<file path="src/rtl/ahb_pkg.sv">
// Shared AHB-Lite encodings and the responder state type for the AES scratch SRAM.
package ahb_pkg;

  typedef enum logic [1:0] {
    HTRANS_IDLE   = 2'b00,
    HTRANS_BUSY   = 2'b01,
    HTRANS_NONSEQ = 2'b10,
    HTRANS_SEQ    = 2'b11
  } htrans_e;

  localparam logic [2:0] HSIZE_WORD  = 3'b010;
  localparam logic       HRESP_OKAY  = 1'b0;
  localparam logic       HRESP_ERROR = 1'b1;

  typedef enum logic [2:0] {
    ST_IDLE = 3'd0,
    ST_WAIT = 3'd1,
    ST_DATA = 3'd2,
    ST_ERR1 = 3'd3,
    ST_ERR2 = 3'd4
  } slv_state_e;

  // NONSEQ and SEQ are the only transfer types that start a data phase.
  function automatic logic is_active(input logic [1:0] trans);
    return (trans == HTRANS_NONSEQ) || (trans == HTRANS_SEQ);
  endfunction

endpackage

</file>
<file path="src/rtl/ahb_slave_regfile.sv">
// Word-wide scratch array: async clear, one synchronous write port, one combinational read port.
module ahb_slave_regfile
  import ahb_pkg::*;
#(
  parameter int unsigned DEPTH = 64,
  parameter int unsigned IDXW  = 6
) (
  input  logic            hclk,
  input  logic            hrst,
  input  logic            we,
  input  logic [IDXW-1:0] windex,
  input  logic [31:0]     wdata,
  input  logic [IDXW-1:0] rindex,
  output logic [31:0]     rdata
);

  logic [31:0] mem_q [DEPTH];
  logic [31:0] mem_d [DEPTH];

  // Next-state of every word: only the addressed word takes new data.
  always_comb begin
    for (int i = 0; i < int'(DEPTH); i++) begin
      mem_d[i] = (we && (windex == IDXW'(i))) ? wdata : mem_q[i];
    end
  end

  // Storage register with asynchronous clear.
  always_ff @(posedge hclk or negedge hrst) begin
    if (!hrst) begin
      for (int i = 0; i < int'(DEPTH); i++) begin
        mem_q[i] <= 32'h0000_0000;
      end
    end else begin
      for (int i = 0; i < int'(DEPTH); i++) begin
        mem_q[i] <= mem_d[i];
      end
    end
  end

  assign rdata = mem_q[rindex];

endmodule

</file>
<file path="src/rtl/ahb_slave_sram.sv">
// AHB-Lite single-word responder with programmable wait states and two-cycle ERROR response.
module ahb_slave_sram
  import ahb_pkg::*;
#(
  parameter logic [31:0] ADDR_BASE   = 32'h0000_0000,
  parameter int unsigned DEPTH       = 64,
  parameter int unsigned WAIT_STATES = 1
) (
  input  logic        hclk,
  input  logic        hrst,
  input  logic        hsel,
  input  logic [31:0] haddr,
  input  logic [1:0]  htrans,
  input  logic        hwrite,
  input  logic [2:0]  hsize,
  input  logic [31:0] hwdata,
  output logic [31:0] hrdata,
  output logic        hready,
  output logic        hresp
);

  localparam int unsigned IDXW = $clog2(DEPTH);

  slv_state_e      state_q, state_d;
  logic [IDXW-1:0] idx_q, idx_d;
  logic            write_q, write_d;
  logic [2:0]      cnt_q, cnt_d;

  logic [31:0]     offset_s;
  logic            accept_s;
  logic            legal_s;
  logic            we_s;
  logic [31:0]     rdata_s;

  // Unsigned wrap makes addresses below ADDR_BASE look huge, hence out of range.
  assign offset_s = haddr - ADDR_BASE;
  assign accept_s = hready & hsel & is_active(htrans);
  assign legal_s  = (hsize == HSIZE_WORD) && (haddr[1:0] == 2'b00) &&
                    ((offset_s >> 2) < 32'(DEPTH));

  // Next-state, address-phase capture and wait counter.
  always_comb begin
    state_d = state_q;
    idx_d   = idx_q;
    write_d = write_q;
    cnt_d   = cnt_q;
    case (state_q)
      ST_IDLE, ST_DATA, ST_ERR2: begin
        if (accept_s) begin
          if (legal_s) begin
            idx_d   = offset_s[IDXW+1:2];
            write_d = hwrite;
            if (WAIT_STATES > 0) begin
              state_d = ST_WAIT;
              cnt_d   = 3'(WAIT_STATES - 1);
            end else begin
              state_d = ST_DATA;
            end
          end else begin
            state_d = ST_ERR1;
          end
        end else begin
          state_d = ST_IDLE;
        end
      end
      ST_WAIT: begin
        if (cnt_q == 3'd0) begin
          state_d = ST_DATA;
        end else begin
          cnt_d = cnt_q - 3'd1;
        end
      end
      ST_ERR1: begin
        state_d = ST_ERR2;
      end
      default: begin
        state_d = ST_IDLE;
      end
    endcase
  end

  // Control state register.
  always_ff @(posedge hclk or negedge hrst) begin
    if (!hrst) begin
      state_q <= ST_IDLE;
      idx_q   <= {IDXW{1'b0}};
      write_q <= 1'b0;
      cnt_q   <= 3'd0;
    end else begin
      state_q <= state_d;
      idx_q   <= idx_d;
      write_q <= write_d;
      cnt_q   <= cnt_d;
    end
  end

  // Bus responses decode straight from the state flops.
  always_comb begin
    hready = !((state_q == ST_WAIT) || (state_q == ST_ERR1));
    if ((state_q == ST_ERR1) || (state_q == ST_ERR2)) begin
      hresp = HRESP_ERROR;
    end else begin
      hresp = HRESP_OKAY;
    end
    if ((state_q == ST_DATA) && !write_q) begin
      hrdata = rdata_s;
    end else begin
      hrdata = 32'h0000_0000;
    end
  end

  // The write lands on the edge that ends DATA, the same edge that may accept the next transfer.
  assign we_s = (state_q == ST_DATA) && write_q;

  ahb_slave_regfile #(
    .DEPTH (DEPTH),
    .IDXW  (IDXW)
  ) u_regfile (
    .hclk   (hclk),
    .hrst   (hrst),
    .we     (we_s),
    .windex (idx_q),
    .wdata  (hwdata),
    .rindex (idx_q),
    .rdata  (rdata_s)
  );

endmodule

</file>
<file path="config.mk">
export PLATFORM = sky130hd
export DESIGN_NAME = ahb_slave_sram
export DESIGN_NICKNAME = d
export VERILOG_FILES = /design/src/rtl/ahb_pkg.sv /design/src/rtl/ahb_slave_regfile.sv /design/src/rtl/ahb_slave_sram.sv
export SDC_FILE = /design/constraint.sdc
export NUM_CORES = 2
export LEC_CHECK = 0
export BUFFER_PORTS_ARGS = -buffer_cell sky130_fd_sc_hd__buf_2
export CORE_MARGIN = 2
export CORE_UTILIZATION = 40
export DETAILED_ROUTE_END_ITERATION = 16
export PLACE_DENSITY = 0.65
export SYNTH_ARGS = -nofsm -noshare
export SYNTH_HDL_FRONTEND = slang
export SYNTH_SLANG_ARGS = --single-unit
export TNS_END_PERCENT = 50
</file>
<file path="constraint.sdc">
create_clock -name hclk -period 2.8 [get_ports hclk]
set_input_delay 0.56 -clock hclk [delete_from_list [all_inputs] [get_ports hclk]]
set_output_delay 0.56 -clock hclk [all_outputs]
set_load 0.1 [all_outputs]
</file>
==> qor.yml <==
status: "finished with violations"
synth_edf_count: 0
fmax_mhz: 243.4
antenna_found_initial: 19
synth-seq-cells: 2061
vias: 52627
pwr-share-clk: 0.448
grt.busiest_layer: "met2"
clk_latency_ps: 840
wl_per_cell_um: 26.43
cts_buffers: 202
vias_per_cell: 5.701
ir_drop_v: 0.0006711
tightestPinTransition_ps: 1262
cts_sinks: 2061
combPwrFrac: 0.067
gp_congestion: 0.7775
htree_levels: 4
root_buffer: "clkbuf_16"
num_rows: 176
clockBufferDepth: 3
violations: "setup timing"
die-height_um: 485.7
endpoint_kind: "output port"
first_pass_iters: 5
syn-num-nets: 5885
crit_type: "reg2out"
port_buffers: 105
final_util: 0.4840
grt_max_degree: 145
met3_usage: 0.03157
cts_tree: "done"
async_flop_share: 1.000
drive_gt1_frac: 0.6092
crit_path_start: "idx_q[0]$_DFFE_PN0P_"
seq_area_frac_synth: 0.5557
relSlewSlack: 0.1587
worstPathRequired_ps: 2240
setup_tns_ps: -42210
dpl_cell_area_um2: 101300
die-area_um2: 235900
final_cells: 9231
grt_use_total: 0.2027
placedCellCount: 8777
syn2layout_area_growth_pct: 20.11
yosysUniqueCellTypes: 40
p_per_area_nw_per_um2: 572.2
start_util: 0.4030
clock_skew_ps: 31.94
avgSynthCellArea_um2: 15.98
fin_crit_ps: 4109
fin_area_um2: 111500
most-common-layout-cells: "2058 x dfrtp_1, 1944 x mux2_2, 512 x mux4_2, 251 x buf_4, 241 x buf_12"
hold_violations: 0
drv_slew: 0
fp.dieW_um: 485.7
rsz0062_at_grt: "true"
path_clk_slew_ps: 60
drcViolationCount: 0
whs_ps: 82.26
min_path_type: "in2reg"
grt_pass1_vias: 56829
io_pins: 107
dominantRegCellSynth: "dfrtp_1"
coreArea_um2: 230300
met2_usage: 0.3381
drtIter0Drc: 3761
ant_nets: 0
setup_viol: 148
n_fill_cell: 19214
nets: 6112
min_from: "hwrite"
hpwlAfterDp_mm: 150.6
min_period_over_period: 1.468
finalWirelength_mm: 244.0
r2r_start: "idx_q[3]$_DFFE_PN0P_"
worst_slack_ps: -1309
layout_commonest_cell: "dfrtp_1"
p_seq_frac: 0.484
grt.overflow.total: 0
cap_violations: 0
yosysWarnings: 0
p_sw_frac: 0.2307
leakage_uw: 0.04843
worst_setup_path_start_kind: "register"
switchingPower_uw: 14720
syn_area_um2: 92820
critPathMaxFanout: 9
grt_pass1_wl_mm: 366.4
use_met1: 0.2772
intPower_uw: 49070
worst_ep_arrival_time_ps: 3550
syn_inst: 5810
==> path summary, 6_finish.rpt <==
kind,end,slack (ps),cells past startpoint
min,write_q$_DFFE_PN0P_,80,2
max in group asynchronous,u_regfile.mem_q[975]$_DFFE_PN0P_,1350,3
min reg2reg,u_regfile.mem_q[1026]$_DFFE_PN0P_,490,1
min in group asynchronous,u_regfile.mem_q[1449]$_DFFE_PN0P_,280,2
max reg2reg,u_regfile.mem_q[766]$_DFFE_PN0P_,-60,10
max,hrdata[25],-1310,9
==> critical path, stage by stage (launching register included) <==
cell and delay [ps]:
dfrtp_4 570, buf_12 200, buf_12 130, buf_8 140, buf_4 150, mux4_2 530, a22oi_2 220, a31oi_4 160
a221o_4 420, buf_12 190
==> repair_timing <==
item / CTS / global route
buffers inserted: 2 / 55
hold buffers: 2 / 0
endpoints found under the setup margin: 37 / 129
hold endpoints to repair: 45 / 0
pin swaps: 17 / 46
gates cloned: 2 / 21
resized for setup: 179 / 279
==> state kept, by name, indices dropped and copies added (netlist names) <==
name,count
idx_q,6
write_q,1
state_q,3
u_regfile.mem_q,2048
cnt_q,3
==> power by group through the flow <==
| stage | sequential [uW] | combinational, uW | clock (uW) |
|---|---|---|---|
| 6_report | 30900 | 4300 | 28600 |
| 5_1_grt | 30900 | 4620 | 30400 |
| 4_1_cts | 30900 | 4220 | 29200 |
| 3_5_place_dp | 31400 | 3950 | 0 |
| 3_3_place_gp | 31400 | 3860 | 0 |
| 2_1_floorplan | 31300 | 2310 | 0 |
==> cells in the mapped netlist (2+ instances only) <==
library cell | instances | share of area
nor2b_1 | 8 | 0.00054
a22oi_1 | 192 | 0.016
nand3_1 | 20 | 0.0011
a31oi_1 | 32 | 0.0022
nand4_1 | 3 | 0.00020
dfrtp_1 | 2061 | 0.56
nand2b_1 | 9 | 0.00061
mux2i_1 | 65 | 0.0070
ha_1 | 2 | 0.00027
nor3_1 | 4 | 0.00022
o22a_1 | 32 | 0.0030
a221o_1 | 32 | 0.0035
nand2_1 | 95 | 0.0038
buf_4 | 8 | 0.00065
and2_1 | 2 | 0.00013
nor4_1 | 5 | 0.00034
mux2_2 | 2047 | 0.25
buf_2 | 275 | 0.015
nor2_1 | 45 | 0.0018
mux4_2 | 512 | 0.12
inv_1 | 3 | 0.00012
clkbuf_1 | 279 | 0.011
buf_1 | 55 | 0.0022
mux2_1 | 8 | 0.00097
==> per-stage QoR <==
stage                     setup WS [ps]  total power (uW)
final                             -1309             63790
after global routing              -1400             65990
after CTS                         -1348             64260
after detailed placement         -610.6             35370
after global placement           -619.3             35230
after floorplan                  -26.40             33620
==> kinds of logic (layout without fill, tap and decap cells) <==
group | Yosys count | count (layout) | share of synthesized area
mux | 2632 | 2632 | 0.3806
flops | 2061 | 2061 | 0.5557
buf+inv | 620 | 1012 | 0.02910
compound gates | 292 | 292 | 0.02445
simple gates | 203 | 203 | 0.009949
fa+ha+maj | 2 | 2 | 0.0002696
other cells | 0 | 3 | 0
==> cell type report <==
class	count	area [um^2]	share of cell area
Antenna cell	3	7.507	0.00006734
Clock inverter	69	964.7	0.008654
Inverter	3	11.26	0.0001010
Clock buffer	300	6033	0.05412
Tap cell	3026	3786	0.03396
Timing Repair Buffer	640	8577	0.07694
Multi-Input combinational cell	3129	40510	0.3634
Sequential cell	2061	51590	0.4627
==> routing by layer <==
metal	up-vias	part of all wire
li1	22172	-
met2	1004	0.50
met1	29113	0.44
met5	-	0.00023
met4	8	0.024
met3	330	0.041
Note: power is estimated with default switching activity, not from simulation.
